### src/rtl/seg_scan_controller_if.sv
// Bus between the ALU result side and the four-digit seven-segment scanner.
// The master drives data and load requests; the slave drives the board pins.
interface seg_scan_controller_if;
  logic        enable;
  logic [15:0] value;
  logic [3:0]  dp;
  logic        lzb_en;
  logic        load;
  logic        load_ack;
  logic [3:0]  an;
  logic [6:0]  seg;
  logic        dp_n;

  modport master (
    output enable, value, dp, lzb_en, load,
    input  load_ack, an, seg, dp_n
  );

  modport slave (
    input  enable, value, dp, lzb_en, load,
    output load_ack, an, seg, dp_n
  );
endinterface

### src/rtl/seg_scan_controller.sv
// Four-digit hex scanner: tick prescaler, dwell/blank FSM and a shadow
// register that commits new data only at frame boundaries.
module seg_scan_controller #(
  parameter int DIV         = 50000,
  parameter int DWELL       = 4,
  parameter int BLANK_TICKS = 1
) (
  input logic                  in_clk,
  input logic                  rst,
  seg_scan_controller_if.slave bus
);
  localparam int PW   = (DIV > 1) ? $clog2(DIV) : 1;
  localparam int CMAX = (DWELL > BLANK_TICKS) ? DWELL : BLANK_TICKS;
  localparam int CW   = (CMAX > 1) ? $clog2(CMAX) : 1;

  typedef enum logic [1:0] {IDLE, DRIVE, BLANK} state_e;

  state_e          state_q, state_d;
  logic [1:0]      idx_q, idx_d;
  logic [PW-1:0]   pre_q, pre_d;
  logic [CW-1:0]   cnt_q, cnt_d;
  logic [15:0]     sh_val_q, sh_val_d, pd_val_q, pd_val_d;
  logic [3:0]      sh_dp_q, sh_dp_d, pd_dp_q, pd_dp_d;
  logic            sh_lzb_q, sh_lzb_d, pd_lzb_q, pd_lzb_d;
  logic            pend_q, pend_d;
  logic            ack_q, ack_d;
  logic [3:0]      an_q, an_d;
  logic [6:0]      seg_q, seg_d;
  logic            dp_n_q, dp_n_d;

  logic            tick;
  logic            leave_last;
  logic            commit;
  logic            blanked;
  logic [3:0]      nib;
  logic [15:0]     hi_mask;

  function automatic logic [6:0] hex7(input logic [3:0] n);
    logic [6:0] s;
    case (n)
      4'h0: s = 7'h01;
      4'h1: s = 7'h4F;
      4'h2: s = 7'h12;
      4'h3: s = 7'h06;
      4'h4: s = 7'h4C;
      4'h5: s = 7'h24;
      4'h6: s = 7'h20;
      4'h7: s = 7'h0F;
      4'h8: s = 7'h00;
      4'h9: s = 7'h04;
      4'hA: s = 7'h08;
      4'hB: s = 7'h60;
      4'hC: s = 7'h31;
      4'hD: s = 7'h42;
      4'hE: s = 7'h30;
      default: s = 7'h38;
    endcase
    return s;
  endfunction

  assign tick = (pre_q == PW'(DIV - 1));

  always_comb begin
    state_d    = state_q;
    idx_d      = idx_q;
    pre_d      = pre_q;
    cnt_d      = cnt_q;
    leave_last = 1'b0;
    unique case (state_q)
      IDLE: begin
        if (bus.enable) begin
          state_d = DRIVE;
          idx_d   = 2'd0;
          pre_d   = '0;
          cnt_d   = '0;
        end
      end
      DRIVE: begin
        pre_d = tick ? '0 : pre_q + 1'b1;
        if (tick) begin
          if (cnt_q == CW'(DWELL - 1)) begin
            cnt_d = '0;
            if (BLANK_TICKS > 0) begin
              state_d = BLANK;
            end else begin
              idx_d      = idx_q + 2'd1;
              leave_last = (idx_q == 2'd3);
            end
          end else begin
            cnt_d = cnt_q + 1'b1;
          end
        end
      end
      BLANK: begin
        pre_d = tick ? '0 : pre_q + 1'b1;
        if (tick) begin
          if (cnt_q == CW'(BLANK_TICKS - 1)) begin
            cnt_d      = '0;
            state_d    = DRIVE;
            idx_d      = idx_q + 2'd1;
            leave_last = (idx_q == 2'd3);
          end else begin
            cnt_d = cnt_q + 1'b1;
          end
        end
      end
      default: state_d = IDLE;
    endcase
    if (!bus.enable) begin
      state_d = IDLE;
      idx_d   = 2'd0;
      pre_d   = '0;
      cnt_d   = '0;
    end
  end

  // A load in the commit cycle lands in pending after the old data moves on.
  always_comb begin
    commit   = pend_q &&
               ((state_q == IDLE) || (leave_last && bus.enable));
    sh_val_d = sh_val_q;
    sh_dp_d  = sh_dp_q;
    sh_lzb_d = sh_lzb_q;
    pd_val_d = pd_val_q;
    pd_dp_d  = pd_dp_q;
    pd_lzb_d = pd_lzb_q;
    pend_d   = pend_q;
    if (commit) begin
      sh_val_d = pd_val_q;
      sh_dp_d  = pd_dp_q;
      sh_lzb_d = pd_lzb_q;
      pend_d   = 1'b0;
    end
    if (bus.load) begin
      pd_val_d = bus.value;
      pd_dp_d  = bus.dp;
      pd_lzb_d = bus.lzb_en;
      pend_d   = 1'b1;
    end
    ack_d = commit;
  end

  assign nib     = sh_val_q[{idx_q, 2'b00} +: 4];
  assign hi_mask = 16'hFFFF << {idx_q, 2'b00};
  assign blanked = sh_lzb_q && (idx_q != 2'd0) &&
                   ((sh_val_q & hi_mask) == 16'h0000);

  always_comb begin
    an_d   = 4'hF;
    seg_d  = 7'h7F;
    dp_n_d = 1'b1;
    if ((state_q == DRIVE) && bus.enable && !blanked) begin
      an_d   = ~(4'b0001 << idx_q);
      seg_d  = hex7(nib);
      dp_n_d = ~sh_dp_q[idx_q];
    end
  end

  always_ff @(posedge in_clk) begin
    if (rst) begin
      state_q  <= IDLE;
      idx_q    <= 2'd0;
      pre_q    <= '0;
      cnt_q    <= '0;
      sh_val_q <= 16'h0000;
      sh_dp_q  <= 4'h0;
      sh_lzb_q <= 1'b0;
      pd_val_q <= 16'h0000;
      pd_dp_q  <= 4'h0;
      pd_lzb_q <= 1'b0;
      pend_q   <= 1'b0;
      ack_q    <= 1'b0;
      an_q     <= 4'hF;
      seg_q    <= 7'h7F;
      dp_n_q   <= 1'b1;
    end else begin
      state_q  <= state_d;
      idx_q    <= idx_d;
      pre_q    <= pre_d;
      cnt_q    <= cnt_d;
      sh_val_q <= sh_val_d;
      sh_dp_q  <= sh_dp_d;
      sh_lzb_q <= sh_lzb_d;
      pd_val_q <= pd_val_d;
      pd_dp_q  <= pd_dp_d;
      pd_lzb_q <= pd_lzb_d;
      pend_q   <= pend_d;
      ack_q    <= ack_d;
      an_q     <= an_d;
      seg_q    <= seg_d;
      dp_n_q   <= dp_n_d;
    end
  end

  assign bus.an       = an_q;
  assign bus.seg      = seg_q;
  assign bus.dp_n     = dp_n_q;
  assign bus.load_ack = ack_q;
endmodule

### src/flat_wrapper.sv
// flat-port wrapper written by rule: the top's interface ports become plain ports
module seg_scan_controller_flat 
#(
  parameter int DIV         = 50000,
  parameter int DWELL       = 4,
  parameter int BLANK_TICKS = 1
)
  (in_clk, rst, bus_enable, bus_value, bus_dp, bus_lzb_en, bus_load, bus_load_ack, bus_an, bus_seg, bus_dp_n);
  seg_scan_controller_if bus_i ();
  input logic in_clk;
  input logic rst;
  input wire logic [$bits(bus_i.enable)-1:0] bus_enable;
  input wire logic [$bits(bus_i.value)-1:0] bus_value;
  input wire logic [$bits(bus_i.dp)-1:0] bus_dp;
  input wire logic [$bits(bus_i.lzb_en)-1:0] bus_lzb_en;
  input wire logic [$bits(bus_i.load)-1:0] bus_load;
  output wire logic [$bits(bus_i.load_ack)-1:0] bus_load_ack;
  output wire logic [$bits(bus_i.an)-1:0] bus_an;
  output wire logic [$bits(bus_i.seg)-1:0] bus_seg;
  output wire logic [$bits(bus_i.dp_n)-1:0] bus_dp_n;
  assign bus_i.enable = bus_enable;
  assign bus_i.value = bus_value;
  assign bus_i.dp = bus_dp;
  assign bus_i.lzb_en = bus_lzb_en;
  assign bus_i.load = bus_load;
  assign bus_load_ack = bus_i.load_ack;
  assign bus_an = bus_i.an;
  assign bus_seg = bus_i.seg;
  assign bus_dp_n = bus_i.dp_n;
  seg_scan_controller #(.DIV(DIV), .DWELL(DWELL), .BLANK_TICKS(BLANK_TICKS)) u_core (.in_clk(in_clk), .rst(rst), .bus(bus_i));
endmodule
### config.mk
export PLATFORM = sky130hd
export DESIGN_NAME = seg_scan_controller_flat
export DESIGN_NICKNAME = d
export VERILOG_FILES = /design/src/rtl/seg_scan_controller_if.sv /design/src/rtl/seg_scan_controller.sv /design/src/flat_wrapper.sv
export SDC_FILE = /design/constraint.sdc
export NUM_CORES = 1
export LEC_CHECK = 0
export CORE_ASPECT_RATIO = 0.75
export CORE_MARGIN = 4
export CORE_UTILIZATION = 51
export CTS_BUF_LIST = sky130_fd_sc_hd__clkbuf_2
export DETAILED_ROUTE_END_ITERATION = 10
export PLACE_DENSITY = 0.73
export SLEW_MARGIN = 20
export SYNTH_ARGS = -nofsm -noshare
export SYNTH_HDL_FRONTEND = slang
export SYNTH_SLANG_ARGS = --single-unit
### constraint.sdc
create_clock -name in_clk -period 6.73 [get_ports in_clk]
set_input_delay 1.6825 -clock in_clk [delete_from_list [all_inputs] [get_ports in_clk]]
set_output_delay 1.6825 -clock in_clk [all_outputs]
set_load 0.02 [all_outputs]
==> results.json <==
{
  "avgRoutedWirePerCell_um": 14.2,
  "maxCapViolations": 0,
  "track_usage_pct": 18.0,
  "synth-seq-cells": 78,
  "finalSetupTns_ns": 0,
  "p_per_area_nw_per_um2": 206,
  "overflow": 0,
  "critical_path.startpoint_type": "flop",
  "viasPerCell": 5.36,
  "cts.clk_slew.worst_paths_ns": 0.22,
  "total_power_uw": 842,
  "place_congestion": 0.868,
  "swShare_pct": 24.5,
  "pwr-share-comb_pct": 8.2,
  "hold_violations": 0,
  "ys.flop_type": "dfxtp_1",
  "route.detailed.drc": 0,
  "drive_above_1_share_pct": 7.20,
  "boundaryPins": 38,
  "p_clk_share_pct": 34.4,
  "dieArea_um2": 8310,
  "crit_family": "buffers and inverters",
  "grt_pass1_wl_um": 11900,
  "fillCellCount": 571,
  "syn_area_um2": 3520,
  "fin_skew_ns": 0.0230,
  "synth_top_area_share_pct": 44.4,
  "slew_viol_final": 0,
  "critPathBufInv": 1,
  "clock_path_buffers": 2,
  "critPathKind": "reg -> out",
  "synth.distinct_cells": 47,
  "worst_pin_slew_ns": 0.832,
  "hp-class": "reg -> reg",
  "antennaDiodeCount": 0,
  "cts_root_buf": "clkbuf_2",
  "hold_buffers": 0,
  "synth_nets": 408,
  "drtIter0Drc": 202,
  "worstPathMaxFanout": 1,
  "ir_drop_mv": 0.138,
  "crit_chain": "clkdlybuf4s50_1",
  "cp_slowest_cell": "clkdlybuf4s50_1",
  "status": "finished clean",
  "worstSkewPairLatency_ns": 0.54,
  "grt_pass1_vias": 2441,
  "timing.fmax_mhz": 313,
  "antenna_found_initial": 0,
  "die_h_um": 79.9,
  "die_x_um": 104,
  "fin_nets": 442,
  "hpwl_um": 4880,
  "routed-via-count": 2592,
  "syn_inst": 364,
  "finalCritPeriodShare_pct": 47.5,
  "endpoint_kind": "output port",
  "async_reset_ff_share_pct": 0,
  "cts_max_level": 3,
  "layout_commonest_cell": "dfxtp_1",
  "p_leak_nw": 1.60,
  "postRouteAntennaNets": 0,
  "seq_area_frac_synth_pct": 44.4,
  "power_frac_seq_pct": 57.4,
  "core.rowCount": 25,
  "cts_setup_buffers": 0,
  "p_sw_uw": 206,
  "clock-sinks": 78,
  "rsz0062_at_grt": "false",
  "post-route-min-period_ns": 3.20,
  "p_int_uw": 636,
  "finalSetupViolations": 0,
  "yosys.area.top_type": "dfxtp_1",
  "arrival_ns": 1.51,
  "syn_to_final_growth_pct": 16.0,
  "slowest_delay_ns": 0.62,
  "syn_area_per_cell_um2": 9.67,
  "cts_buffers": 9,
  "crit_required_ns": 5.05,
  "portBuffers": 37,
  "yosys_warnings": 0,
  "start_util_pct": 54.1,
  "mostFrequentLayoutCells": "dfxtp_1 (78), nor2_1 (61), mux2i_1 (53)",
  "cts_resized": 0,
  "first_pass_iters": 4,
  "grt_max_degree": 47,
  "core_region_area_um2": 6510,
  "cts_tree": "done",
  "maxSlewHeadroom_pct": 44.1,
  "synth_edf_count": 0,
  "ys_top_cells_by_area": "dfxtp_1 (44%), mux2i_1 (15%), ha_1 (6.8%)",
  "routed_wl_um": 6860
}
-- state kept, by name, indices dropped and copies added (netlist names) --
name                 cells
u_core.pd_val_q         16
u_core.pre_q            16
u_core.sh_val_q         16
u_core.bus.seg           7
u_core.bus.an            4
u_core.pd_dp_q           4
u_core.sh_dp_q           4
u_core.cnt_q             2
u_core.idx_q             2
u_core.state_q           2
u_core.bus.dp_n          1
u_core.bus.load_ack      1
u_core.pd_lzb_q          1
u_core.pend_q            1
u_core.sh_lzb_q          1
-- layer usage --
metal	GRT usage, %	share of wire (%)	vias to the layer above
li1	-	-	1332
met1	25.5	51	1190
met2	25.4	42	63
met3	6.22	6.1	7
met4	5.58	0.93	0
met5	0	0	-
-- stage by stage --
stage	cell area (um2)	hold WS, ns	instances	util (%)	worst slack [ns]
finish	4080	0.504	484	62.7	3.53
global route	4080	0.527	484	62.7	3.43
CTS	4080	0.508	484	62.7	3.46
detailed placement	3940	0.480	468	60.5	3.06
global placement	3940	0.470	468	60.5	3.13
floorplan	3520	0.451	364	-	3.81
-- cell type report --
type / count / area (um2) / area share [%]
clock inverter: 7 / 98.8 / 2.42
inverter: 13 / 48.8 / 1.20
sequential: 78 / 1560 / 38.2
timing repair buffer: 40 / 393 / 9.62
clock buffer: 9 / 45.0 / 1.10
multi-input combinational: 256 / 1830 / 44.9
tap: 81 / 101 / 2.48
-- cell usage after synthesis (all sizes together), types with 5 or more instances --
library cell and instances:
a21oi 9, buf 6, clkbuf 11, dfxtp 78, ha 19, inv 13, mux2i 53, nand2 26
nand3 6, nand4 5, nor2 61, o21ai 10, xor2 7
-- path summary, 6_finish.rpt --
path,from,endpoint,slack [ns],depth (start not counted)
worst min-delay path,u_core.cnt_q[1]$_SDFFE_PP0P_,u_core.cnt_q[1]$_SDFFE_PP0P_,0.50,2
worst max register to register,u_core.pre_q[13]$_SDFFE_PP0N_,u_core.pre_q[4]$_SDFFE_PP0N_,4.22,5
worst max-delay path,u_core.bus.dp_n$_SDFF_PP1_,bus_dp_n,3.53,1
worst min register to register,u_core.cnt_q[1]$_SDFFE_PP0P_,u_core.cnt_q[1]$_SDFFE_PP0P_,0.50,2
-- power by group through the flow --
stage | Combinational (mW) | Clock [mW] | Sequential [mW]
after floorplan | 0.0433 | 0 | 0.492
after global placement | 0.0678 | 0 | 0.492
after detailed placement | 0.0691 | 0 | 0.493
after CTS | 0.0693 | 0.300 | 0.483
after global routing | 0.0767 | 0.319 | 0.485
final | 0.0690 | 0.290 | 0.483
-- cell families (layout without fill, tap and decap cells) --
| family | after synthesis | after routing | synth area share (%) |
|---|---|---|---|
| adder cells (fa/ha/maj) | 19 | 19 | 6.76 |
| flip-flops | 78 | 78 | 44.4 |
| multiplexers | 58 | 58 | 17.3 |
| XOR/XNOR | 11 | 11 | 2.74 |
| AND/OR/NAND/NOR | 128 | 128 | 17.5 |
| buffers and inverters | 30 | 69 | 3.49 |
| AO/OA/AOI/OAI | 40 | 40 | 7.79 |
-- worst register-to-register path: cells and delay by family, from the launching register on --
kind             cells  cell delay [ns]
AO/OA/AOI/OAI        1             0.69
flip-flops           1             0.39
AND/OR/NAND/NOR      4             1.31
No activity file was read; power rests on OpenSTA's default activity.
